[config.mk]
export PLATFORM = sky130hd
export DESIGN_NAME = can_rx_buffer_flat
export DESIGN_NICKNAME = d
export VERILOG_FILES = /design/src/rtl/can_rx_buffer_if.sv /design/src/rtl/can_rx_buffer.sv /design/src/flat_wrapper.sv
export SDC_FILE = /design/constraint.sdc
export NUM_CORES = 1
export LEC_CHECK = 0
export CAP_MARGIN = 20
export CORE_ASPECT_RATIO = 1.2
export CORE_UTILIZATION = 58
export DETAILED_ROUTE_END_ITERATION = 6
export PLACE_DENSITY_LB_ADDON = 0.15
export SKIP_CTS_REPAIR_TIMING = 1
export SLEW_MARGIN = 0
export SYNTH_ARGS = -nofsm -noshare
export SYNTH_HDL_FRONTEND = slang
export SYNTH_SLANG_ARGS = --single-unit
[constraint.sdc]
create_clock -name clk -period 8.4 [get_ports clk]
set_input_delay 2.1 -clock clk [delete_from_list [all_inputs] [get_ports clk]]
set_output_delay 2.1 -clock clk [all_outputs]
set_load 0.005 [all_outputs]
[src/rtl/can_rx_buffer_if.sv]
// Host-facing bundle for the CAN receive buffer: receiver frame input, acceptance
// filter settings, show-ahead read port and status.
interface can_rx_buffer_if #(
   parameter int N  = 4,
   parameter int CW = $clog2(N + 1)
);
   logic                 rx_valid;
   logic [10:0]          rx_id;
   logic [3:0]           rx_dlc;
   logic [7:0][7:0]      rx_data;
   logic [10:0]          acc_code;
   logic [10:0]          acc_mask;
   logic                 re;
   logic                 clr_overrun;
   logic                 out_valid;
   logic [10:0]          out_id;
   logic [3:0]           out_dlc;
   logic [7:0][7:0]      out_data;
   logic                 full;
   logic                 empty;
   logic [CW-1:0]        count;
   logic                 overrun;
   logic                 rx_accept;

   modport master (
      output rx_valid, rx_id, rx_dlc, rx_data, acc_code, acc_mask, re, clr_overrun,
      input  out_valid, out_id, out_dlc, out_data, full, empty, count, overrun, rx_accept
   );

   modport slave (
      input  rx_valid, rx_id, rx_dlc, rx_data, acc_code, acc_mask, re, clr_overrun,
      output out_valid, out_id, out_dlc, out_data, full, empty, count, overrun, rx_accept
   );
endinterface

[src/rtl/can_rx_buffer.sv]
// CAN receive buffer: 11-bit code/mask acceptance filter feeding an N-deep
// show-ahead frame FIFO with sticky overrun reporting.
module can_rx_buffer #(
   parameter int N  = 4,
   parameter int CW = $clog2(N + 1)
) (
   input logic            clk,
   input logic            rst,
   can_rx_buffer_if.slave bus
);
   localparam int PW = $clog2(N);

   logic [10:0]     mem_id   [N];
   logic [3:0]      mem_dlc  [N];
   logic [7:0][7:0] mem_data [N];

   logic [PW-1:0] wr_ptr;
   logic [PW-1:0] rd_ptr;
   logic [CW-1:0] count;
   logic [CW-1:0] count_next;
   logic          full;
   logic          empty;
   logic          overrun;
   logic          rx_accept;

   logic            match;
   logic            do_pop;
   logic            wr_en;
   logic            drop;
   logic [7:0][7:0] payload;

   assign match  = ((bus.rx_id ^ bus.acc_code) & bus.acc_mask) == 11'h000;
   assign do_pop = bus.re && !empty;
   // A pop in the same cycle frees the slot, so a full FIFO still accepts.
   assign wr_en  = bus.rx_valid && match && (!full || do_pop);
   assign drop   = bus.rx_valid && match && full && !do_pop;

   // Bytes beyond the DLC are stored as zero; DLC 9..15 keeps all eight bytes.
   always_comb begin
      payload = '0;
      for (int i = 0; i < 8; i++) begin
         if (4'(i) < bus.rx_dlc) payload[i] = bus.rx_data[i];
      end
   end

   always_comb begin
      count_next = count;
      if (wr_en && !do_pop)      count_next = count + CW'(1);
      else if (!wr_en && do_pop) count_next = count - CW'(1);
   end

   // NOTE: sequential state uses non-blocking assignments so every register
   // samples the pre-edge values regardless of statement order.
   always_ff @(posedge clk) begin
      if (!rst) begin
         wr_ptr    <= '0;
         rd_ptr    <= '0;
         count     <= '0;
         full      <= 1'b0;
         empty     <= 1'b1;
         overrun   <= 1'b0;
         rx_accept <= 1'b0;
      end else begin
         if (wr_en)  wr_ptr <= wr_ptr + PW'(1);
         if (do_pop) rd_ptr <= rd_ptr + PW'(1);
         count     <= count_next;
         full      <= (count_next == CW'(N));
         empty     <= (count_next == '0);
         rx_accept <= wr_en;
         if (drop)                 overrun <= 1'b1;
         else if (bus.clr_overrun) overrun <= 1'b0;
      end
   end

   // NOTE: frame storage has no reset; the pointers and count alone decide
   // which entries are meaningful, so stale contents are never observed.
   always_ff @(posedge clk) begin
      if (wr_en) begin
         mem_id[wr_ptr]   <= bus.rx_id;
         mem_dlc[wr_ptr]  <= bus.rx_dlc;
         mem_data[wr_ptr] <= payload;
      end
   end

   assign bus.out_valid = !empty;
   assign bus.out_id    = empty ? 11'h000 : mem_id[rd_ptr];
   assign bus.out_dlc   = empty ? 4'h0    : mem_dlc[rd_ptr];
   assign bus.out_data  = empty ? '0      : mem_data[rd_ptr];
   assign bus.full      = full;
   assign bus.empty     = empty;
   assign bus.count     = count;
   assign bus.overrun   = overrun;
   assign bus.rx_accept = rx_accept;
endmodule

[src/flat_wrapper.sv]
// flat-port wrapper written by rule: the top's interface ports become plain ports
module can_rx_buffer_flat 
#(
   parameter int N  = 4,
   parameter int CW = $clog2(N + 1)
)
  (clk, rst, bus_rx_valid, bus_rx_id, bus_rx_dlc, bus_rx_data, bus_acc_code, bus_acc_mask, bus_re, bus_clr_overrun, bus_out_valid, bus_out_id, bus_out_dlc, bus_out_data, bus_full, bus_empty, bus_count, bus_overrun, bus_rx_accept);
  can_rx_buffer_if #(.N(N), .CW(CW)) bus_i ();
  input logic clk;
  input logic rst;
  input wire logic [$bits(bus_i.rx_valid)-1:0] bus_rx_valid;
  input wire logic [$bits(bus_i.rx_id)-1:0] bus_rx_id;
  input wire logic [$bits(bus_i.rx_dlc)-1:0] bus_rx_dlc;
  input wire logic [$bits(bus_i.rx_data)-1:0] bus_rx_data;
  input wire logic [$bits(bus_i.acc_code)-1:0] bus_acc_code;
  input wire logic [$bits(bus_i.acc_mask)-1:0] bus_acc_mask;
  input wire logic [$bits(bus_i.re)-1:0] bus_re;
  input wire logic [$bits(bus_i.clr_overrun)-1:0] bus_clr_overrun;
  output wire logic [$bits(bus_i.out_valid)-1:0] bus_out_valid;
  output wire logic [$bits(bus_i.out_id)-1:0] bus_out_id;
  output wire logic [$bits(bus_i.out_dlc)-1:0] bus_out_dlc;
  output wire logic [$bits(bus_i.out_data)-1:0] bus_out_data;
  output wire logic [$bits(bus_i.full)-1:0] bus_full;
  output wire logic [$bits(bus_i.empty)-1:0] bus_empty;
  output wire logic [$bits(bus_i.count)-1:0] bus_count;
  output wire logic [$bits(bus_i.overrun)-1:0] bus_overrun;
  output wire logic [$bits(bus_i.rx_accept)-1:0] bus_rx_accept;
  assign bus_i.rx_valid = bus_rx_valid;
  assign bus_i.rx_id = bus_rx_id;
  assign bus_i.rx_dlc = bus_rx_dlc;
  assign bus_i.rx_data = bus_rx_data;
  assign bus_i.acc_code = bus_acc_code;
  assign bus_i.acc_mask = bus_acc_mask;
  assign bus_i.re = bus_re;
  assign bus_i.clr_overrun = bus_clr_overrun;
  assign bus_out_valid = bus_i.out_valid;
  assign bus_out_id = bus_i.out_id;
  assign bus_out_dlc = bus_i.out_dlc;
  assign bus_out_data = bus_i.out_data;
  assign bus_full = bus_i.full;
  assign bus_empty = bus_i.empty;
  assign bus_count = bus_i.count;
  assign bus_overrun = bus_i.overrun;
  assign bus_rx_accept = bus_i.rx_accept;
  can_rx_buffer #(.N(N), .CW(CW)) u_core (.clk(clk), .rst(rst), .bus(bus_i));
endmodule
# Word-level counts from Yosys, hierarchy flattened

Memories as Yosys holds them, arrays and structs flattened. A register that Yosys moved wholly into a read port is not among the register bits.
Index checks and enable logic that the tools add are counted.

Register bits after elaboration: 11
Bits in writable memories: 316
Bits of input ports: 106
Output and inout bits: 87
Logic and storage cells: 63
Memories kept: 3

Add/sub/neg operators: 4
$lt $le $gt $ge: 8
Equal/unequal tests: 1
Muxes and demuxes: 23
Bitwise operators: 2
Reductions and logical operators: 15

Memories:

| memory          | words | width | rd ports | clocked after memory_dff | write ports | line                | source |
|---|---|---|---|---|---|---|---|
| u_core.mem_data | 4     | 64    | 1        | 1                        | 1           | can_rx_buffer.sv:15 | `logic [7:0][7:0] mem_data [N];` |
| u_core.mem_id   | 4     | 11    | 1        | 1                        | 1           | can_rx_buffer.sv:13 | `logic [10:0] mem_id [N];` |
| u_core.mem_dlc  | 4     | 4     | 1        | 1                        | 1           | can_rx_buffer.sv:14 | `logic [3:0] mem_dlc [N];` |

Operators by type and width:

| kind                | count |
|---|---|
| $mux 64             | 1 |
| $mux 8              | 8 |
| $lt 3x4->1 const A  | 4 |
| $mux 2              | 6 |
| $and 11x11->11      | 1 |
| $logic_not 11->1    | 1 |
| $mux 11             | 1 |
| $xor 11x11->11      | 1 |
| $lt 1x4->1 const A  | 2 |
| $lt 2x4->1 const A  | 2 |
| $logic_and 1x1->1   | 7 |
| $mux 3              | 2 |
| $add 2x1->2 const B | 2 |
| $logic_not 1->1     | 4 |
| $mux 1              | 4 |
| $mux 4              | 1 |
| $add 3x1->3 const B | 1 |
| $eq 3x3->1 const B  | 1 |
| $logic_not 3->1     | 1 |
| $sub 3x1->3 const B | 1 |
| $reduce_bool 2->1   | 1 |
| $logic_or 1x1->1    | 1 |

# Logic depth before layout (Yosys ltp)

Depth in word-level cells: 10
Mapped depth: 7
Gate-level depth less buffers: 7

# Worst setup path before layout

OpenSTA, ideal clock, no wires.

Path type: input to register
Start point: input bus_acc_code[9]
End point: memory u_core.mem_data[0][0] (netlist bit) (enable)
Library setup time: 0.446 ns
Data arrival time: 4.916 ns
Data required time: 7.954 ns
Slack: 3.038 ns
Stages: 5
Buffers on the path: 0
Path through: xor2_1 > a22oi_2 > nand4_4 > a211oi_4 > and2_1

Word-level cells in the longest chain between the ends: 7

RTL lines:

| element                        | line                | source |
|---|---|---|
| from (decl)                    | flat_wrapper.sv:15  | `input wire logic [$bits(bus_i.acc_code)-1:0] bus_acc_code;` |
| $xor 11x11->11                 | can_rx_buffer.sv:32 | `assign match = ((bus.rx_id ^ bus.acc_code) & bus.acc_mask) == 11'h000;` |
| $and 11x11->11                 | can_rx_buffer.sv:32 |  |
| $logic_not 11->1               | can_rx_buffer.sv:32 |  |
| $logic_and 1x1->1 (2 in a row) | can_rx_buffer.sv:35 | `assign wr_en = bus.rx_valid && match && (!full \|\| do_pop);` |
| $mux 1                         | can_rx_buffer.sv:78 | `if (wr_en) begin` |
| $mux 1 (implied by the code)   | can_rx_buffer.sv:81 | `mem_data[wr_ptr] <= payload;` |
| to (decl)                      | can_rx_buffer.sv:15 |  |

No other way between the ends.

==> results_dict.tcl <==
set metrics [dict create \
    run_status "completed" \
    worst_setup_path_end_kind "output pin" \
    leakage_uw 0.00528 \
    place_ws_ps 3030 \
    io-pin-count 193 \
    min_from "u_core.bus.overrun" \
    final_common_cell "edfxtp_1" \
    fillers 1309 \
    insertion_delay_ps 560 \
    cts.clk_slew.worst_paths_ps 70 \
    nets 981 \
    layout_common_cells "edfxtp_1, clkdlybuf4s50_1, and2_1" \
    grt_pass1_wl_mm 40.0 \
    drt-initial-drc-count 422 \
    multi_input_area_um2 3300 \
    tns_ps 0 \
    diodes 0 \
    cp-start-kind "register" \
    vdd_drop_max_uv 187 \
    die_w_um 140 \
    clkPwrFrac_pct 34.2 \
    avgSynthCellArea_um2 19.9 \
    first_global_vias 7186 \
    synth_cell_types 38 \
    slew_viol_final 0 \
    seq_power_share_pct 46.6 \
    max_slew_margin_pct 27.1 \
    holdPathEnd "u_core.bus.overrun" \
    p_comb_share_pct 19.2 \
    cts_tree "yes" \
    die_y_um 167 \
    seq_area_um2 9760 \
    start_util_pct 58.9 \
    post_drt_wl_per_cell_um 22.5 \
    required_ps 6300 \
    wl_mm 26.4 \
    reg2reg_to "u_core.mem_data[3][60]" \
    switchingPower_uw 930 \
    viasPerCell 5.82 \
    syn_inst 662 \
    drc 0 \
    p_int_uw 3020 \
    synth_nets 774 \
    drv_cap 0 \
    crit_type "reg -> out" \
    yosys_warnings 0 \
    track_usage_pct 22.8 \
    cp_max_fo 31 \
    clkSinkCount 329 \
    rsz0062_at_grt "no" \
    p_per_area_nw_per_um2 240 \
    setup_violations 0 \
    root_buffer "clkbuf_16" \
    seq_area_frac_synth_pct 73.9 \
    grt_overflow 0 \
    final.setup_skew_ps 10.5 \
    reg2reg_slack_ps 5340 \
    setup_ws_ps 3490 \
    h-tree-depth 1 \
    hp-class "reg -> reg" \
    drtAntennaViolNets 0 \
    grt_max_degree 80 \
    tightest_slew_ps 1090 \
    worstRegToRegCells 5 \
    r2r_start "u_core.bus.empty" \
    synth_area_um2 13200 \
    cp.arrival_ps 2810 \
    min_path_cells 2 \
    dieArea_um2 23300 \
    drive_above_1_share_pct 17.0 \
    ys_ff_latch 329 \
    timing.fmax_mhz 204 \
    fin_crit_sh_pct 58.5 \
    route.vias.total 6825 \
    cts-buffers-inserted 31 \
    io_buffers 192 \
    area_growth_pct 24.8 \
    clock_path_buffers 3 \
    routabilityCongestion 0.775 \
    rows 60 \
    core_um2 22400 \
    antenna_found_initial 0 \
    hpwl_mm 15.3 \
    drtPass1Iterations 5 \
    switching_share_pct 23.6 \
    finalHoldViolCount 0 \
    fin_crit_ps 4910 \
]
[state kept, by name, indices dropped and copies added (netlist names), named ones only]
register / count
u_core.mem_data: 256
u_core.mem_id: 44
u_core.mem_dlc: 16
u_core.bus.count: 3
u_core.rd_ptr: 2
u_core.wr_ptr: 2
u_core.bus.empty: 1
u_core.bus.full: 1
u_core.bus.overrun: 1
u_core.bus.rx_accept: 1
[logic make-up after synthesis]
kind of cell	synth area share [%]
AOI/OAI and AO/OA	1.17
xor gates and xnor gates	1.06
adders and majority gates	0.569
buffers and inverters	1.12
DFF	73.9
muxes	13.7
and+or+nand+nor	8.42
[layer usage]
| metal | vias up | GRT usage [%] | wire length [µm] |
|---|---|---|---|
| li1 | 3023 | - | - |
| met1 | 3527 | 31.2 | 10700 |
| met2 | 240 | 38.7 | 13700 |
| met3 | 35 | 3.55 | 1510 |
| met4 | 0 | 5.83 | 449 |
| met5 | - | 0 | 0 |
[critical path, stage by stage (launching register included)]
cell,delay (ps)
dfxtp_4,450
buf_4,550
mux4_2,590
and2_1,210
clkdlybuf4s50_1,450
[per-stage QoR]
stage	power, µW	util, %	instance area (µm²)	hold WS, ps	std cells
finish	3950	73.6	16500	561	1172
global route	4070	73.6	16500	586	1172
CTS	3960	73.3	16400	561	1169
detailed placement	2630	68.9	15400	531	1112
global placement	2620	68.9	15400	496	1112
floorplan	2240	-	13200	498	662
[power groups by stage]
stage	combinational (µW)	clock [µW]	sequential [µW]
after CTS	729	1360	1870
final	756	1350	1840
after detailed placement	723	0	1910
after global routing	812	1420	1840
after global placement	712	0	1900
after floorplan	377	0	1870
[synthesized netlist by cell type]
library cell,number,share of area (%)
edfxtp_1,316,72
buf_2,10,0.38
a31oi_1,2,0.095
nor2_8,1,0.15
nand4_1,1,0.047
buf_4,1,0.057
xor2_1,12,0.80
a22oi_1,2,0.11
o22ai_1,2,0.095
and2_1,96,4.6
nand4_4,1,0.16
clkbuf_1,17,0.48
nand2_1,4,0.11
and3b_1,1,0.066
a211oi_1,1,0.057
nand2_2,1,0.047
or4_1,1,0.057
a22oi_2,3,0.28
xnor2_1,4,0.27
a211oi_4,1,0.15
dfxtp_1,13,2.0
mux4_2,79,13
inv_1,5,0.14
nor3_1,3,0.11
a32oi_1,1,0.066
o21a_1,1,0.057
ha_1,6,0.57
nor4_1,1,0.047
nor2_1,3,0.085
a21oi_1,1,0.038
o211a_1,1,0.076
buf_1,1,0.028
a21boi_1,1,0.057
o21ai_0,2,0.076
mux2i_1,3,0.23
inv_2,1,0.028
nand3_1,2,0.076
nor2b_1,61,2.9
[worst max-delay path by stage]
stage,end,cells after the start
final,bus_out_data[26],4
after global placement,u_core.mem_data[2][33],7
after CTS,bus_out_data[38],4
after detailed placement,u_core.mem_data[3][36],7
after floorplan,u_core.mem_data[0][0],5
after global routing,bus_out_data[61],4
[layout make-up]
cell class | instances | area share (%)
repair buffers | 203 | 12.4
well taps | 279 | 2.12
inverters | 6 | 0.137
flip-flops and latches | 329 | 59.3
multi-input cells | 298 | 20.0
clock inverters | 19 | 1.06
clock buffers | 38 | 4.93
No activity file was read; power rests on OpenSTA's default activity.
